**config.mk**
```make
export PLATFORM = sky130hd
export DESIGN_NAME = alu_ctrl_pipe
export DESIGN_NICKNAME = d
export VERILOG_FILES = /design/src/rtl/alu_ctrl_pipe.sv
export SDC_FILE = /design/constraint.sdc
export NUM_CORES = 1
export LEC_CHECK = 0
export ABC_AREA = 0
export BUFFER_PORTS_ARGS = -buffer_cell sky130_fd_sc_hd__buf_2
export CAP_MARGIN = 15
export CORE_AREA = 2 2 39 41
export CTS_CLUSTER_DIAMETER = 30
export DETAILED_ROUTE_END_ITERATION = 7
export DIE_AREA = 0 0 41 43
export GPL_TIMING_DRIVEN = 0
export PLACE_DENSITY = 0.73
export SYNTH_ARGS = -nofsm -noshare
export SYNTH_HDL_FRONTEND = slang
export SYNTH_SLANG_ARGS = --single-unit
```
**constraint.sdc**
```tcl
create_clock -name clk -period 1.5 [get_ports clk]
set_clock_uncertainty 0.15 [all_clocks]
set_input_delay 0.075 -clock clk [delete_from_list [all_inputs] [get_ports clk]]
set_output_delay 0.075 -clock clk [all_outputs]
set_load 0.05 [all_outputs]
```
**src/rtl/alu_ctrl_pipe.sv**
```systemverilog
// Registered ALU control decoder for the EX stage, with a valid/ready output register and
// mult/div occupancy tracking. Optional muldiv support is enabled by defining ALU_CTRL_MULDIV_EN.
module alu_ctrl_pipe #(
    parameter int ALUOP_W  = 3,
    parameter int MULT_LAT = 4,
    parameter int DIV_LAT  = 32
) (
    input  logic               clk,
    input  logic               rst_n,
    input  logic               in_valid,
    output logic               in_ready,
    input  logic [ALUOP_W-1:0] aluop,
    input  logic [5:0]         funct,
    input  logic               flush,
    output logic               out_valid,
    input  logic               out_ready,
    output logic [3:0]         alucontrol,
    output logic               shift_var,
    output logic               is_unsigned,
    output logic               illegal,
    output logic               md_busy,
    output logic               md_done
);

    localparam logic [3:0] CTRL_AND  = 4'b0000;
    localparam logic [3:0] CTRL_OR   = 4'b0001;
    localparam logic [3:0] CTRL_ADD  = 4'b0010;
    localparam logic [3:0] CTRL_XOR  = 4'b0011;
    localparam logic [3:0] CTRL_NOR  = 4'b0100;
    localparam logic [3:0] CTRL_INV  = 4'b0101;
    localparam logic [3:0] CTRL_SUB  = 4'b0110;
    localparam logic [3:0] CTRL_SLT  = 4'b0111;
    localparam logic [3:0] CTRL_SLTU = 4'b1000;
    localparam logic [3:0] CTRL_SLL  = 4'b1001;
    localparam logic [3:0] CTRL_SRL  = 4'b1010;
    localparam logic [3:0] CTRL_SRA  = 4'b1011;
    localparam logic [3:0] CTRL_LUI  = 4'b1100;
`ifdef ALU_CTRL_MULDIV_EN
    localparam logic [3:0] CTRL_MULT = 4'b1101;
    localparam logic [3:0] CTRL_DIV  = 4'b1110;
    localparam logic [3:0] CTRL_HILO = 4'b1111;
`endif

    if (ALUOP_W != 3 || MULT_LAT < 1 || DIV_LAT < 1) begin : g_paramCheck
        $error("alu_ctrl_pipe: ALUOP_W must be 3 and latencies must be >= 1");
    end

    logic [3:0] decCtrl;
    logic       decShiftVar;
    logic       decUnsigned;
    logic       decIllegal;
`ifdef ALU_CTRL_MULDIV_EN
    logic       decMult;
    logic       decDiv;
    logic       decHiloMove;
`endif

    always_comb begin
        decCtrl     = CTRL_INV;
        decShiftVar = 1'b0;
        decUnsigned = 1'b0;
        decIllegal  = 1'b0;
`ifdef ALU_CTRL_MULDIV_EN
        decMult     = 1'b0;
        decDiv      = 1'b0;
        decHiloMove = 1'b0;
`endif
        case (aluop)
            3'b000: decCtrl = CTRL_ADD;
            3'b001: decCtrl = CTRL_SUB;
            3'b011: decCtrl = CTRL_AND;
            3'b100: decCtrl = CTRL_OR;
            3'b101: decCtrl = CTRL_SLT;
            3'b110: decCtrl = CTRL_LUI;
            3'b111: decCtrl = CTRL_XOR;
            3'b010: begin
                case (funct)
                    6'b100000, 6'b100001: decCtrl = CTRL_ADD;
                    6'b100010, 6'b100011: decCtrl = CTRL_SUB;
                    6'b100100:            decCtrl = CTRL_AND;
                    6'b100101:            decCtrl = CTRL_OR;
                    6'b100110:            decCtrl = CTRL_XOR;
                    6'b100111:            decCtrl = CTRL_NOR;
                    6'b101010:            decCtrl = CTRL_SLT;
                    6'b101011: begin
                        decCtrl     = CTRL_SLTU;
                        decUnsigned = 1'b1;
                    end
                    6'b000000:            decCtrl = CTRL_SLL;
                    6'b000010:            decCtrl = CTRL_SRL;
                    6'b000011:            decCtrl = CTRL_SRA;
                    6'b000100: begin
                        decCtrl     = CTRL_SLL;
                        decShiftVar = 1'b1;
                    end
                    6'b000110: begin
                        decCtrl     = CTRL_SRL;
                        decShiftVar = 1'b1;
                    end
                    6'b000111: begin
                        decCtrl     = CTRL_SRA;
                        decShiftVar = 1'b1;
                    end
`ifdef ALU_CTRL_MULDIV_EN
                    6'b011000, 6'b011001: begin
                        decCtrl     = CTRL_MULT;
                        decMult     = 1'b1;
                        decUnsigned = funct[0];
                    end
                    6'b011010, 6'b011011: begin
                        decCtrl     = CTRL_DIV;
                        decDiv      = 1'b1;
                        decUnsigned = funct[0];
                    end
                    6'b010000, 6'b010010: begin
                        decCtrl     = CTRL_HILO;
                        decHiloMove = 1'b1;
                    end
`endif
                    default:              decIllegal = 1'b1;
                endcase
            end
            default: decIllegal = 1'b1;
        endcase
    end

    logic       outValid_q, outValid_d;
    logic [3:0] ctrl_q, ctrl_d;
    logic       shiftVar_q, shiftVar_d;
    logic       unsigned_q, unsigned_d;
    logic       illegal_q, illegal_d;
    logic       load;
    logic       mdBusy;
    logic       mdDone;

`ifdef ALU_CTRL_MULDIV_EN
    typedef enum logic {MD_IDLE, MD_BUSY} mdState_e;

    localparam int MAX_LAT = (MULT_LAT > DIV_LAT) ? MULT_LAT : DIV_LAT;
    localparam int CNT_W   = (MAX_LAT > 1) ? $clog2(MAX_LAT) : 1;
    localparam logic [CNT_W-1:0] MULT_CNT = CNT_W'(MULT_LAT - 1);
    localparam logic [CNT_W-1:0] DIV_CNT  = CNT_W'(DIV_LAT - 1);

    logic             outIsMd_q, outIsMd_d;
    logic             outIsDiv_q, outIsDiv_d;
    mdState_e         mdState_q, mdState_d;
    logic [CNT_W-1:0] mdCnt_q, mdCnt_d;
    logic             mdStart;
    logic             hazardBlk;

    // A hilo-class op must wait while the unit is busy or a mult/div is still waiting to leave.
    assign hazardBlk = (decMult | decDiv | decHiloMove) & (mdBusy | (outValid_q & outIsMd_q));
    assign in_ready  = (~outValid_q | out_ready) & ~flush & ~hazardBlk;
    assign mdStart   = outValid_q & out_ready & ~flush & outIsMd_q;
    assign mdBusy    = (mdState_q == MD_BUSY);
    assign mdDone    = mdBusy & (mdCnt_q == '0);

    always_comb begin
        mdState_d = mdState_q;
        mdCnt_d   = mdCnt_q;
        case (mdState_q)
            MD_IDLE: begin
                if (mdStart) begin
                    mdState_d = MD_BUSY;
                    mdCnt_d   = outIsDiv_q ? DIV_CNT : MULT_CNT;
                end
            end
            MD_BUSY: begin
                if (mdCnt_q == '0) begin
                    mdState_d = MD_IDLE;
                end else begin
                    mdCnt_d = mdCnt_q - 1'b1;
                end
            end
            default: mdState_d = MD_IDLE;
        endcase
    end

    always_ff @(posedge clk) begin
        if (!rst_n) begin
            mdState_q  <= MD_IDLE;
            mdCnt_q    <= '0;
            outIsMd_q  <= 1'b0;
            outIsDiv_q <= 1'b0;
        end else begin
            mdState_q  <= mdState_d;
            mdCnt_q    <= mdCnt_d;
            outIsMd_q  <= outIsMd_d;
            outIsDiv_q <= outIsDiv_d;
        end
    end
`else
    assign in_ready = (~outValid_q | out_ready) & ~flush;
    assign mdBusy   = 1'b0;
    assign mdDone   = 1'b0;
`endif

    assign load = in_valid & in_ready;

    // Flush wins over a same-cycle load; data fields may keep stale values once invalid.
    always_comb begin
        outValid_d = outValid_q;
        ctrl_d     = ctrl_q;
        shiftVar_d = shiftVar_q;
        unsigned_d = unsigned_q;
        illegal_d  = illegal_q;
`ifdef ALU_CTRL_MULDIV_EN
        outIsMd_d  = outIsMd_q;
        outIsDiv_d = outIsDiv_q;
`endif
        if (flush) begin
            outValid_d = 1'b0;
        end else if (load) begin
            outValid_d = 1'b1;
            ctrl_d     = decCtrl;
            shiftVar_d = decShiftVar;
            unsigned_d = decUnsigned;
            illegal_d  = decIllegal;
`ifdef ALU_CTRL_MULDIV_EN
            outIsMd_d  = decMult | decDiv;
            outIsDiv_d = decDiv;
`endif
        end else if (out_ready) begin
            outValid_d = 1'b0;
        end
    end

    always_ff @(posedge clk) begin
        if (!rst_n) begin
            outValid_q <= 1'b0;
            ctrl_q     <= CTRL_AND;
            shiftVar_q <= 1'b0;
            unsigned_q <= 1'b0;
            illegal_q  <= 1'b0;
        end else begin
            outValid_q <= outValid_d;
            ctrl_q     <= ctrl_d;
            shiftVar_q <= shiftVar_d;
            unsigned_q <= unsigned_d;
            illegal_q  <= illegal_d;
        end
    end

    assign out_valid   = outValid_q;
    assign alucontrol  = ctrl_q;
    assign shift_var   = shiftVar_q;
    assign is_unsigned = unsigned_q;
    assign illegal     = illegal_q;
    assign md_busy     = mdBusy;
    assign md_done     = mdDone;

endmodule

```
==> summary.txt, run 1 <==
Worst setup path
  – Slowest-stage cell, CP: dfxtp_2
  – Worst r2r path cells: 5
  – Reg2Reg Launch Point: out_valid$_SDFFE_PP0P_
  – Req. time, crit path: approximately 1.5 ns
  – Crit-path cells: nor2b_1 -> nor3b_2 -> buf_4 -> nand3_1 -> o32ai_1
  – Data arrival, critical path: 1.45 ns
  – CP bufs+invs: 1
  – CP max stage delay: just over 0.3 ns
  – Kind of critical path: reg2reg
  – End of the worst register-to-register path: illegal$_SDFFE_PN0P_
  – Crit start category: flop
  – Crit end category: flop
  – Delay-heaviest family, CP: simple AND/OR/NAND/NOR gates
  – CP Max Fanout: 3
  – Reg2reg setup slack: 0.07 ns

Run status
  – Status: finished clean

Clocking
  – # clock sinks: 8
  – Clock buffer depth: 2
  – CTS tree: done
  – Latest clock arrival within the worst-skew pair: ~0.25 ns
  – Total CTS buffers: 3
  – Root Buffer: clkbuf_4
  – H-tree depth: 1
  – Reg clk slew, reported paths: 0.06 ns

Placement
  – Routability cong.: 0.893
  – I/O Buffers: 19
  – Post-DP HPWL: approximately 1000 um
  – Area after DPL: 691 um2

Pwr
  – Total power draw: 0.569 mW
  – Power density cells: around 750 mW/mm2
  – Worst vdd ir: approximately 400 uV
  – Leakage: between 0.3 and 0.4 nW

Yosys
  – Post-synthesis sequential area ratio: between 20 and 30%
  – Main flop type after synthesis: dfxtp_1
  – FFs w/ async S/R, synth: 0%
  – Yosys reg bits: 8
  – Synthesized area per cell: 7.78 um2
  – Cells after synthesis: 73
  – Synth warn: 0
  – Post-synth cell types: 35
  – Number of enable flip-flop cells after synthesis: 0
  – Synth Cell Area: 568 um2

Die
  – Initial Util: 41.0%
  – IO Count: 25
  – Core box area: 0.00138 mm2
  – Die width: 41 um
  – Chip height: 43 um
  – Row cnt: 14
  – Die area: about 0.0018 mm2

STA
  – Setup_tns: 0 ns
  – Fmax: 0.697 GHz
  – Finish-stage setup viols: 0
  – Final hold vios: 0
  – Post-route clock period utilization: 95.6%
  – Fin crit period: 1.43 ns
  – Hold slack: around 0.0048 ns
  – Final Slew Violations: 0

Worst hold path
  – HP Start: funct[1]
  – Min-Delay Endpoint: is_unsigned$_SDFFE_PN0P_
  – Hold-critical path depth: 3
  – Worst hold path type: in2reg

GRT
  – Vias in the first global route: 544
  – Total Routing Usage GR: 19.6%
  – Initial antenna violation count: 0
  – Largest net degree at the start of global routing: 11
  – Grt total ovfl: 0
  – First-pass GRT wire length: 2400 um

Layout
  – Register area: 161 um2
  – Layout cells sized above 1: 30.7%
  – Final #Nets: 117
  – Antenna diode instance count: 0
  – Most frequent cells in the layout: 19 x buf_2, 8 x nor2_1, 7 x dfxtp_1, 6 x nand2b_1, 5 x buf_4
  – Commonest non-fill, non-tap cell in the layout: buf_2
  – Design area: 758 um2
  – Filler instances: 146
  – Multi-input logic area: 362 um2
  – Layout area overhead: 33.5%

Flow run
  – Number of max-cap violations: 0

Route
  – Initial drt markers: 21
  – Wirelength per Cell: 12.1 um
  – Post-Route WL: 1420 um
  – Number of nets with antenna violations after routing: 0
  – Via count: 635
  – # DRC: 0
  – Via density: 5.43
  – Detailed Routing Iterations Pass 1: 4
## tightest hold or removal path, delay by kind of cell
family,cells,cell delay [ns]
compound gates,1,0.06
buf+inv,1,0.14
simple gates,1,0.09
## layer usage
| metal | track usage (%) | wire [um] | vias up |
|---|---|---|---|
| li1 | - | - | 321 |
| met1 | 26.6 | 583 | 282 |
| met2 | 29.7 | 695 | 30 |
| met3 | 4.71 | 128 | 2 |
| met4 | 6.00 | 10 | 0 |
| met5 | 0 | 0 | - |
## synth_stat cells (2+ instances only)
| cell type | n | area, um2 |
|---|---|---|
| a21boi_1 | 2 | 15.0 |
| inv_1 | 3 | 11.3 |
| buf_4 | 2 | 15.0 |
| nor3_1 | 3 | 15.0 |
| clkbuf_1 | 2 | 7.51 |
| nand2_1 | 3 | 11.3 |
| dfxtp_1 | 8 | 160 |
| nand4_1 | 2 | 12.5 |
| nand2b_1 | 6 | 37.5 |
| o221a_1 | 2 | 22.5 |
| nor3b_1 | 2 | 15.0 |
| o21ai_0 | 4 | 20.0 |
| a21oi_1 | 4 | 20.0 |
| a31oi_1 | 2 | 12.5 |
| nor2_1 | 8 | 30.0 |
## worst max path at each step
stage,startpoint,end,slack (ns),cells past startpoint
6_report,out_valid$_SDFFE_PP0P_,illegal$_SDFFE_PN0P_,0.07,5
5_1_grt,out_valid$_SDFFE_PP0P_,alucontrol[1]$_SDFFE_PN0P_,-0.004,5
4_1_cts,out_valid$_SDFFE_PP0P_,alucontrol[3]$_SDFFE_PN0P_,0.02,5
3_5_place_dp,out_valid$_SDFFE_PP0P_,alucontrol[3]$_SDFFE_PN0P_,0.03,5
3_3_place_gp,out_valid$_SDFFE_PP0P_,alucontrol[3]$_SDFFE_PN0P_,0.03,5
2_1_floorplan,out_valid$_SDFFE_PP0P_,alucontrol[3]$_SDFFE_PN0P_,0.01,5
## area by class of cell
| class | count | area share, % |
|---|---|---|
| Inverter | 3 | 1.49 |
| Clock buffer | 3 | 2.97 |
| Multi-Input combinational cell | 57 | 47.7 |
| Tap cell | 16 | 2.64 |
| Buffer | 6 | 5.45 |
| Sequential cell | 8 | 21.3 |
| Timing Repair Buffer | 24 | 18.5 |
## per-stage QoR
stage	setup WS [ns]	std cells	utilization, %
finish	0.0658	117	54.8
global route	-0.00350	117	54.8
global placement	0.0329	109	49.9
CTS	0.0183	115	53.7
detailed placement	0.0279	109	49.9
floorplan	0.0112	74	-
## repair_timing
item | CTS | global route
hold buffers | 3 | 0
hold endpoints to repair | 2 | 0
setup buffers | 0 | 2
resized for setup | 0 | 0
setup endpoints to repair | 0 | 4
## power breakdown
group          leakage, nW  switching, mW  internal, mW  total, mW
Combinational        0.271          0.109        0.0630      0.172
Sequential          0.0656        0.00334         0.221      0.224
Clock               0.0138         0.0808        0.0921      0.173
## registers in the layout, indices dropped and copies added (netlist names)
signal	flops
shift_var	1
illegal	1
alucontrol	4
is_unsigned	1
out_valid	1
## kinds of logic (layout without fill, tap and decap cells)
kind of cell           after synthesis  after routing  synth area share [%]
other                                1              2                 0.660
AND/OR/NAND/NOR                     31             31                  31.3
flip-flops                           8              8                  28.2
buffers and inverters                9             36                  8.81
AO/OA/AOI/OAI                       23             23                  29.3
multiplexers                         1              1                  1.76
Power figures use the tool's default switching activity.
==> inputs of run 2 (changes only) <==
CTS_BUF_LIST = sky130_fd_sc_hd__clkbuf_8 sky130_fd_sc_hd__clkbuf_16   (was default)
==> run 2 against run 1 <==
Clock power rose by 49%; first-iteration DRC count down 24%; worst setup slack improved by 0.019 ns; count of clock-buffer cells in the layout is the same; non-clock buffer count shrank 2; global-route usage rose by 0.10 points; combinational power shrank 3%.
==> summary.txt, run 2 (same netlist as run 1, synthesis figures left out) <==
Run status
  – Status: finished clean

Die
  – IO Count: 25
  – Core box area: 0.00138 mm2
  – Die width: 41 um
  – Die area: around 0.0018 mm2
  – Initial Util: about 40%
  – Row cnt: 14
  – Chip height: 43 um

Flow run
  – Number of max-cap violations: 0

Layout
  – Number of flip-flops in the largest register: 4
  – Design area: roughly 760 um2
  – Layout area overhead: 33.3%
  – Filler instances: 145
  – Commonest non-fill, non-tap cell in the layout: buf_2
  – Final #Nets: 115
  – Antenna diode instance count: 0
  – Most frequent cells in the layout: 19 x buf_2, 8 x nor2_1, 7 x dfxtp_1, 6 x nand2b_1, 5 x buf_4
  – Layout cells sized above 1: a little under a third

GRT
  – Met2 global-route usage: 27.5%
  – GRT busiest layer: met1
  – First-pass GRT wire length: 2390 um
  – Total Routing Usage GR: between 10% and 20%
  – Met3 Resource Use GR: 4.71%
  – Grt total ovfl: 0
  – Vias in the first global route: 529
  – Initial antenna violation count: 0
  – Largest net degree at the start of global routing: 11
  – GR Layer Usage met1: 28.2%

Worst setup path
  – Delay-heaviest family, CP: simple AND/OR/NAND/NOR gates
  – CP max stage delay: 0.30 ns
  – CP startpoint: out_valid$_SDFFE_PP0P_
  – CP bufs+invs: 1
  – Crit start category: flop
  – Kind of critical path: reg2reg
  – CP Max Fanout: 3
  – Reg2Reg Launch Point: out_valid$_SDFFE_PP0P_
  – Reg2reg setup slack: between 0.08 and 0.09 ns
  – End of the worst register-to-register path: illegal$_SDFFE_PN0P_
  – Worst r2r path cells: 5
  – Slowest-stage cell, CP: dfxtp_2
  – Data arrival, critical path: 1.40 ns
  – Crit-path cells: nor2b_1 -> nor3b_2 -> buf_4 -> nand3_1 -> o32ai_1
  – Req. time, crit path: 1.48 ns
  – Crit end category: flop

Worst hold path
  – Hold-critical path depth: 3
  – Worst hold path type: in2reg
  – HP Start: in_valid
  – Min-Delay Endpoint: out_valid$_SDFFE_PP0P_

Route
  – Detailed Routing Iterations Pass 1: 4
  – Initial drt markers: 16
  – Via density: 5.46
  – Via count: 628
  – Wirelength per Cell: between 10 and 15 um
  – Number of nets with antenna violations after routing: 0
  – Post-Route WL: between 1000 and 1500 um
  – # DRC: 0

Clocking
  – Reg clk slew, reported paths: 0.04 ns
  – H-tree depth: 1
  – Post_cts resized: 0
  – Root Buffer: clkbuf_8
  – Total CTS buffers: 3
  – Clock buffer depth: 2
  – # clock sinks: 8
  – Latest clock arrival within the worst-skew pair: around 0.22 ns
  – CTS tree: done

Pwr
  – Power density cells: roughly 860 mW/mm2
  – Worst vdd ir: 526 uV
  – Total power draw: 0.648 mW
  – Leakage: 0.349 nW

Placement
  – Routability cong.: 0.893
  – I/O Buffers: 19
  – Post-DP HPWL: 1010 um
  – Pre-CTS setup slack: 0.0279 ns
  – Area after DPL: 691 um2

STA
  – Fin crit period: 1.42 ns
  – Finish-stage setup viols: 0
  – Final hold vios: 0
  – Post-route clock period utilization: a little over nine tenths
  – Final Slew Violations: 0
  – Setup_tns: 0 ns
  – Final worst-path setup slack: 0.0846 ns
  – Fmax: 0.707 GHz
[run 2: metal layers]
metal / wire length, um / up-vias
met5: 0 / -
li1: - / 316
met1: 585 / 278
met4: 25 / 0
met2: 653 / 29
met3: 90 / 5
[run 2: worst min-delay path: cells and delay by family]
| family | cells | cell delay, ns |
|---|---|---|
| and+or+nand+nor | 2 | 0.16 |
| buffers and inverters | 1 | 0.10 |
[run 2: timing repair]
| action | 4_1_cts | 5_1_grt |
|---|---|---|
| hold buffers | 1 | 0 |
| endpoints found under the setup margin | 0 | 4 |
| buffers inserted | 0 | 2 |
| hold endpoints to repair | 1 | 0 |
[run 2: area by class of cell]
| type | instances | area, um2 | share of cell area [%] |
|---|---|---|---|
| plain buffers | 6 | 41.3 | 5.45 |
| clock buffers | 3 | 41.3 | 5.45 |
| inverters | 3 | 11.3 | 1.49 |
| multi-input cells | 57 | 362 | 47.8 |
| flip-flops and latches | 8 | 161 | 21.3 |
| well taps | 16 | 20.0 | 2.64 |
| repair buffers | 22 | 120 | 15.9 |
[run 2: worst max path at each step]
stage | depth (start not counted) | slack [ns] | end
2_1_floorplan | 5 | 0.01 | alucontrol[3]$_SDFFE_PN0P_
3_3_place_gp | 5 | 0.03 | alucontrol[3]$_SDFFE_PN0P_
3_5_place_dp | 5 | 0.03 | alucontrol[3]$_SDFFE_PN0P_
4_1_cts | 5 | 0.02 | alucontrol[3]$_SDFFE_PN0P_
5_1_grt | 5 | -0.0005 | alucontrol[1]$_SDFFE_PN0P_
6_report | 5 | 0.08 | illegal$_SDFFE_PN0P_
[run 2: power by group]
part           total (mW)  internal, mW  switching (mW)  leakage, nW
logic               0.167        0.0596           0.107        0.262
clock network       0.257         0.174          0.0828       0.0216
registers           0.225         0.222         0.00325       0.0656
[run 2: metrics by stage]
step,hold WS [ns],util (%),cells
3_3_place_gp,0.122,49.9,109
4_1_cts,0.00790,53.6,113
5_1_grt,0.0200,54.7,115
6_report,0.00455,54.7,115
2_1_floorplan,-0.00631,-,74
3_5_place_dp,0.129,49.9,109
==> inputs of run 3 (changes only) <==
--- a/config.mk
+++ b/config.mk
@@ -10,3 +10,5 @@
 export CAP_MARGIN = 15
-export CORE_AREA = 2 2 39 41
+export CELL_PAD_IN_SITES_DETAIL_PLACEMENT = 1
+export CELL_PAD_IN_SITES_GLOBAL_PLACEMENT = 2
+export CORE_UTILIZATION = 24
 export CTS_BUF_LIST = sky130_fd_sc_hd__clkbuf_8 sky130_fd_sc_hd__clkbuf_16
@@ -14,5 +16,4 @@
 export DETAILED_ROUTE_END_ITERATION = 7
-export DIE_AREA = 0 0 41 43
 export GPL_TIMING_DRIVEN = 0
-export PLACE_DENSITY = 0.73
+export PLACE_DENSITY_LB_ADDON = 0.1
 export SYNTH_ARGS = -nofsm -noshare
--- a/constraint.sdc
+++ b/constraint.sdc
@@ -4,2 +4,2 @@
 set_output_delay 0.075 -clock clk [all_outputs]
-set_load 0.05 [all_outputs]
+set_load 0.01 [all_outputs]
==> run 3 against run 2 <==
Combinational power decreased by 19%; worst setup slack got worse by 0.041 ns; maximum frequency decreased by 2.8%; final area grew 3.5%; register-to-register slack got worse by 0.03 ns; clock power increased by 3%; sequential cell count unchanged; worst hold slack better by 0.018 ns; first-iteration DRC count down 63%; sequential power is essentially flat; non-clock buffer count is the same; critical path type is now in2reg.
==> summary.txt, run 3 (same netlist as run 1, synthesis figures left out) <==
Worst setup path
  – Worst r2r path cells: 5
  – Reg2Reg Launch Point: out_valid$_SDFFE_PP0P_
  – Req. time, crit path: 1.47 ns
  – Kind of critical path: in2reg
  – Crit start category: input pin
  – Crit end category: flop
  – Reg2reg setup slack: 0.05 ns
  – Critical path endpoint: alucontrol[3]$_SDFFE_PN0P_
  – Data arrival, critical path: about 1.4 ns
  – End of the worst register-to-register path: alucontrol[3]$_SDFFE_PN0P_
  – CP Max Fanout: 10
  – CP startpoint: in_valid

GRT
  – GRT busiest layer: met2
  – Total Routing Usage GR: between 10% and 20%
  – Initial antenna violation count: 0
  – Met3 Resource Use GR: 5.45%
  – First-pass GRT wire length: 2770 um
  – Vias in the first global route: 642
  – Largest net degree at the start of global routing: 11
  – Grt total ovfl: 0
  – Met2 global-route usage: 25.8%
  – GR Layer Usage met1: about 16%

Clocking
  – CTS tree: done
  – H-tree depth: 1
  – Root Buffer: clkbuf_8
  – Total CTS buffers: 3
  – Latest clock arrival within the worst-skew pair: 0.23 ns
  – Reg clk slew, reported paths: 0.04 ns
  – Clock buffer depth: 2
  – # clock sinks: 8

Layout
  – Filler instances: 285
  – Number of flip-flops in the largest register: 4
  – Register area: 160 um2
  – Layout area overhead: 37.9%
  – Final Util: 35.4%
  – Layout cells sized above 1: 29.3%
  – Final #Nets: 115
  – Antenna diode instance count: 0
  – Commonest non-fill, non-tap cell in the layout: buf_2
  – Multi-input logic area: 368 um2
  – Fin cells: around 130
  – Most frequent cells in the layout: 19 x buf_2, 8 x nor2_1, 8 x dfxtp_1, 6 x nand2b_1

STA
  – Fmax: 0.687 GHz
  – Final worst-path setup slack: 0.0434 ns
  – Fin crit period: between 1 and 1.5 ns
  – Hold slack: 0.0225 ns
  – Final Slew Violations: 0
  – Setup_tns: 0 ns
  – Final hold vios: 0
  – Post-route clock period utilization: 97.1%
  – Finish-stage setup viols: 0

Die
  – Die area: about 0.0026 mm2
  – Core box area: 0.00221 mm2
  – Initial Util: 25.7%
  – Row cnt: 17
  – Chip height: 50.7 um
  – IO Count: 25
  – Die width: 50.7 um

Placement
  – Pre-CTS setup slack: -0.0802 ns
  – Post-DP HPWL: roughly 1200 um
  – I/O Buffers: 19
  – Routability cong.: around 0.69
  – Placed Instances: 121

Route
  – Via count: around 630
  – Wirelength per Cell: 13.2 um
  – Post-Route WL: 1670 um
  – Via density: 4.94
  – Detailed Routing Iterations Pass 1: 3
  – Initial drt markers: 6
  – Number of nets with antenna violations after routing: 0
  – # DRC: 0

Run status
  – Status: finished clean

Worst hold path
  – Worst hold path type: in2reg

Pwr
  – Power density cells: 797 mW/mm2
  – Leakage: 0.350 nW
  – Worst vdd ir: 449 uV

Flow run
  – Number of max-cap violations: 0
## run 3: changes by cell type in the layout (fill, tap and decap cells not counted), sizes merged
cell / previous run / this run
dlygate4sd3: 1 / 2
buf: 25 / 24
## run 3: repair_timing
| action | in CTS | in global routing |
|---|---|---|
| hold buffers | 2 | 0 |
| pin swaps | 1 | 1 |
| setup endpoints to repair | 5 | 6 |
| setup buffers | 1 | 0 |
| gates cloned | 0 | 0 |
| endpoints found under the hold margin | 1 | 0 |
| resized for setup | 1 | 2 |
## run 3: worst min path at each step
stage                   start                  endpoint  slack (ns)  depth (start not counted)
global placement        flush    out_valid$_SDFFE_PP0P_        0.14                          2
finish               funct[1]  is_unsigned$_SDFFE_PN0P_        0.02                          3
floorplan               flush    out_valid$_SDFFE_PP0P_       0.001                          1
global route         funct[2]    shift_var$_SDFFE_PN0P_        0.04                          3
CTS                 out_ready    out_valid$_SDFFE_PP0P_        0.02                          4
detailed placement      flush    out_valid$_SDFFE_PP0P_        0.14                          2
## run 3: per-layer routing
layer,up-vias,part of all wire [%]
met5,-,0
met4,0,1.0
met3,4,5.1
met2,16,49
met1,293,45
li1,315,-
## run 3: power breakdown
part / internal, mW / switching, mW / leakage (nW)
clock network: 0.174 / 0.0900 / 0.0216
registers: 0.221 / 0.00331 / 0.0652
logic: 0.0617 / 0.0732 / 0.263
total: 0.458 / 0.166 / 0.350
## run 3: cell type report
type                    count  share of cell area [%]
flip-flops and latches      8                    20.4
clock buffers               3                    5.27
inverters                   3                    1.44
well taps                  28                    4.47
plain buffers               6                    5.75
multi-input cells          57                    47.0
repair buffers             22                    15.7
## run 3: critical path, cell delays in order
cell and delay, ns:
dlygate4sd3_1 0.52, buf_2 0.12, nor3b_4 0.29, buf_6 0.18, nor2_1 0.05, a41o_1 0.20
## run 3: stage by stage
| stage | area (um2) | power (mW) |
|---|---|---|
| floorplan | 572 | 0.303 |
| global placement | 702 | 0.352 |
| detailed placement | 702 | 0.352 |
| CTS | 773 | 0.633 |
| global route | 783 | 0.667 |
| finish | 783 | 0.624 |
